<file path="config.mk">
export PLATFORM = sky130hd
export DESIGN_NAME = syncff_ctrl
export DESIGN_NICKNAME = d
export VERILOG_FILES = /design/src/rtl/syncff_ctrl.sv
export SDC_FILE = /design/constraint.sdc
export NUM_CORES = 1
export LEC_CHECK = 0
export CAP_MARGIN = 10
export CORE_ASPECT_RATIO = 0.9
export CORE_MARGIN = 3
export CORE_UTILIZATION = 42
export DETAILED_ROUTE_END_ITERATION = 16
export PLACE_DENSITY_LB_ADDON = 0.05
export SYNTH_ARGS = -nofsm -noshare
export SYNTH_HDL_FRONTEND = slang
export SYNTH_SLANG_ARGS = --single-unit
</file>
<file path="constraint.sdc">
create_clock -name clk -period 3.1 [get_ports clk]
set_input_delay 0.62 -clock clk [delete_from_list [all_inputs] [get_ports clk]]
set_output_delay 0.62 -clock clk [all_outputs]
set_load 0.05 [all_outputs]
</file>
<file path="src/rtl/syncff_ctrl.sv">
// Single-clock FIFO controller driving an external dual-port RAM with a synchronous read port.
// Supports standard and first-word-fall-through modes, level thresholds, sticky errors and a high-watermark.
module syncff_ctrl #(
    parameter int unsigned ADDRB = 4,
    parameter bit          FWFT  = 1'b0
) (
    input  logic             clk,
    input  logic             rst_,
    input  logic             fifowr,
    input  logic             fiford,
    input  logic             fifoflush,
    input  logic             err_clr,
    input  logic [ADDRB:0]   afull_thr,
    input  logic [ADDRB:0]   aempty_thr,
    output logic             write,
    output logic [ADDRB-1:0] wraddr,
    output logic             read,
    output logic [ADDRB-1:0] rdaddr,
    output logic             dvalid,
    output logic             fifofull,
    output logic             fifoempty,
    output logic             almost_full,
    output logic             almost_empty,
    output logic [ADDRB:0]   fifolen,
    output logic             ovf,
    output logic             unf,
    output logic [ADDRB:0]   maxlen
);

    localparam int unsigned PW = ADDRB + 1;

    // Head-word register state: only ever leaves HEAD_EMPTY in FWFT mode.
    typedef enum logic {
        HEAD_EMPTY = 1'b0,
        HEAD_VALID = 1'b1
    } head_state_e;

    head_state_e   head_q, head_d;
    logic [PW-1:0] wrpnt, wrpnt_d;
    logic [PW-1:0] rdpnt, rdpnt_d;
    logic [PW-1:0] ramcnt;
    logic [PW-1:0] maxlen_d;
    logic          ovf_d, unf_d;
    logic          ram_empty, ram_full;

    assign ramcnt    = wrpnt - rdpnt;
    assign ram_empty = (wrpnt == rdpnt);
    assign ram_full  = (wrpnt[ADDRB] != rdpnt[ADDRB]) &&
                       (wrpnt[ADDRB-1:0] == rdpnt[ADDRB-1:0]);

    assign wraddr       = wrpnt[ADDRB-1:0];
    assign rdaddr       = rdpnt[ADDRB-1:0];
    assign fifofull     = ram_full;
    assign dvalid       = (head_q == HEAD_VALID);
    assign almost_full  = (fifolen >= afull_thr);
    assign almost_empty = (fifolen <= aempty_thr);

    // RAM strobes and mode-dependent occupancy view; no RAM access while in reset.
    always_comb begin
        write     = fifowr & ~ram_full & ~fifoflush & rst_;
        read      = 1'b0;
        fifoempty = ram_empty;
        fifolen   = ramcnt;
        if (FWFT) begin
            read      = ~ram_empty & (~dvalid | fiford) & ~fifoflush & rst_;
            fifoempty = ~dvalid;
            fifolen   = ramcnt + PW'(dvalid);
        end else begin
            read      = fiford & ~ram_empty & ~fifoflush & rst_;
        end
    end

    // Next-state for pointers, head register, sticky flags and watermark.
    always_comb begin
        wrpnt_d  = wrpnt;
        rdpnt_d  = rdpnt;
        head_d   = head_q;
        ovf_d    = ovf;
        unf_d    = unf;
        maxlen_d = (fifolen > maxlen) ? fifolen : maxlen;

        if (fifoflush) begin
            wrpnt_d = '0;
            rdpnt_d = '0;
        end else begin
            if (write) wrpnt_d = wrpnt + PW'(1);
            if (read)  rdpnt_d = rdpnt + PW'(1);
        end

        if (FWFT) begin
            if (fifoflush)   head_d = HEAD_EMPTY;
            else if (read)   head_d = HEAD_VALID;
            else if (fiford) head_d = HEAD_EMPTY;
        end else begin
            head_d = HEAD_EMPTY;
        end

        // Setting an error wins over a clear in the same cycle.
        if (err_clr) begin
            ovf_d    = 1'b0;
            unf_d    = 1'b0;
            maxlen_d = fifolen;
        end
        if (fifowr & fifofull & ~fifoflush)  ovf_d = 1'b1;
        if (fiford & fifoempty & ~fifoflush) unf_d = 1'b1;
    end

    always_ff @(posedge clk or negedge rst_) begin
        if (!rst_) begin
            wrpnt  <= '0;
            rdpnt  <= '0;
            head_q <= HEAD_EMPTY;
            ovf    <= 1'b0;
            unf    <= 1'b0;
            maxlen <= '0;
        end else begin
            wrpnt  <= wrpnt_d;
            rdpnt  <= rdpnt_d;
            head_q <= head_d;
            ovf    <= ovf_d;
            unf    <= unf_d;
            maxlen <= maxlen_d;
        end
    end

endmodule

</file>
==> metrics.csv <==
metric,value,unit
outcome,"complete, but fails checks",
violations,negative setup slack,
synth_edf_count,0,
p_per_area,471.6,mW/mm2
layout_setup_ws,-0.07880,ns
internal_power,541.7,uW
worst_ep_arrival_time,2.56,ns
drt-vias-per-instance,4.908,
whs,0.5247,ns
dpl-instance-area,0.001949,mm2
combPwrFrac,0.599,
min_period_over_period,1.025,
cellLeakagePower,0.0009568,uW
maxCapViolCount,0,
cts_tree,yes,
crit_required,2.48,ns
startpoint_type,register,
drive_gt1_frac,0.2690,
dp.final_hpwl,2662,um
numClockSinks,17,
final_cell_mix,"clkdlybuf4s50_1 (31), inv_1 (22), buf_4 (18)",
area_delta_synth_final,51.27,%
design_area,0.002078,mm2
async_reset_ff_frac,1.000,
seqPwrFrac,0.277,
min_path_type,register to register,
gp_congestion,0.8205,
core_area,0.003090,mm2
gr-total-overflow,0,
grt_usage,0.1846,
final_util,0.6725,
slew_headroom,0.6275,
rows,19,
grt_max_degree,15,
dp_cells,230,
clock_skew,0.002716,ns
ant_nets,0,
syn_area,0.001374,mm2
drtPass1Iterations,4,
setup_viol,2,
total_power,980.1,uW
cts_inserted_buffers,3,
die_area,0.003994,mm2
critPathSlowestCell,dfrtp_1,
die_h,60.26,um
cts_root_buf,clkbuf_4,
first_iter_violations,30,
rsz0062_at_grt,true,
ir_drop,0.0002758,V
hold_viol_final,0,
clock.fmax,314.6,MHz
clk_pin_slew,0.10,ns
ys_seq_elements,17,
clock_path_buffers,2,
synthesis.instances,149,
die-width,66.29,um
antenna_found_initial,0,
tightest_slew,0.5570,ns
layout.nets,236,
fin_cells,239,
start_util,0.4445,
grt_pass1_vias,1174,
power.switching,438.4,uW
crit_path_cell_trace,inv_1 > ha_2 > inv_2 > fa_2 > a21o_1 > a21oi_4 > xnor2_4 > ha_4 > nand4_1 > o22ai_4 > buf_12,
p_sw_frac,0.4473,
wl_per_cell,13.73,um
port_buffers,41,
synthesis.nets,187,
p_clk_frac,0.125,
crit_path_max_incr_delay,0.39,ns
synth_seq_area_share,0.3097,
ys_warn_count,0,
slew_violations,0,
vias,1173,
cp_max_fo,3,
grt_pass1_wl,5513,um
crit_type,register to output pin,
layout_commonest_cell,clkdlybuf4s50_1,
synth.distinct_cells,31,
synth_flop_cell,dfrtp_1,
ios,43,
drc,0,
syn_area_per_cell,9.220,um2
period_needed,3.179,ns
insertion_delay,0.29,ns
cp-end-kind,output pin,
h-tree-depth,1,
antenna_cells,0,
wirelength,3282,um
## worst max-delay path: cells and delay by family (launching register included)
family | cells | cell delay (ns)
AOI/OAI and AO/OA | 3 | 0.62
xor gates and xnor gates | 1 | 0.10
adders and majority gates | 3 | 0.77
buffers and inverters | 3 | 0.26
DFF | 1 | 0.39
and+or+nand+nor | 1 | 0.12
## cell type report
cell class | instances | area, um2
repair buffers | 54 | 545.5
clock inverters | 1 | 5.005
flip-flops and latches | 17 | 425.4
fillers | 264 | 1012
well taps | 42 | 52.55
clock buffers | 3 | 22.52
multi-input cells | 98 | 937.1
inverters | 24 | 90.09
## repair_timing
action                     CTS  global route
setup buffers                4             1
pin swaps                    5             9
hold buffers                 0             0
resized for setup            9             5
hold endpoints to repair     0             0
setup endpoints to repair    2             7
## layer usage
metal / wire length [um] / track usage / share of wire / up-vias
li1: - / - / - / 586
met1: 1475 / 0.2382 / 0.45 / 561
met2: 1664 / 0.3140 / 0.51 / 22
met3: 122 / 0.04699 / 0.037 / 4
met4: 21 / 0.03478 / 0.0064 / 0
met5: 0 / 0 / 0 / -
## flip-flops by register name, indices dropped and copies added (netlist names)
register / cells
ovf: 1
wrpnt: 5
unf: 1
maxlen: 5
rdpnt: 5
## per-stage QoR
stage / TNS, ns / setup WS, ns
after floorplan: -0.09588 / -0.09588
after global placement: 0 / 0.1422
after detailed placement: 0 / 0.07428
after CTS: -0.1356 / -0.1298
after global routing: -0.7528 / -0.2324
final: -0.08568 / -0.07880
## cell usage after synthesis, types with 2 or more instances
library cell  instances  area [um2]
inv_1                24       90.09
ha_1                 21       262.8
dfrtp_1              17       425.4
xnor2_1               7       61.31
nand2_1               6       22.52
xor2_1                6       52.55
a21oi_1               7       35.03
nand4_1               6       37.54
nor2b_1               2       12.51
a21o_1                2       15.01
buf_4                 9       67.56
mux2_2                3       33.78
o21ai_0               5       25.02
nor2_1               16       60.06
nor3_1                2       10.01
## kinds of logic (layout without fill, tap and decap cells)
group	after synthesis	count (layout)	share of synthesized area
AO/OA/AOI/OAI	21	21	0.1184
XOR/XNOR	13	13	0.08288
adder cells (fa/ha/maj)	22	22	0.2058
buffers and inverters	34	82	0.1175
flip-flops	17	17	0.3097
multiplexers	4	4	0.03187
other	1	1	0.002730
AND/OR/NAND/NOR	37	37	0.1312
## power groups by stage
stage	Sequential, uW	Combinational (uW)	Clock (uW)
CTS	271	575	127
finish	271	587	122
global placement	273	541	0
floorplan	356	289	0
detailed placement	275	557	0
global route	274	636	137
## worst paths after layout
kind	startpoint	endpoint	slack (ns)	cells after the start
min in group asynchronous	rst_	wrpnt[3]	0.68	2
worst max-delay path	wrpnt[0]	almost_empty	-0.08	11
worst min-delay path	maxlen[0]	maxlen[0]	0.52	2
worst min register to register	maxlen[0]	maxlen[0]	0.52	2
max in group asynchronous	rst_	maxlen[4]	2.25	2
worst max register to register	wrpnt[0]	maxlen[4]	0.03	13
Power figures use the tool's default switching activity.
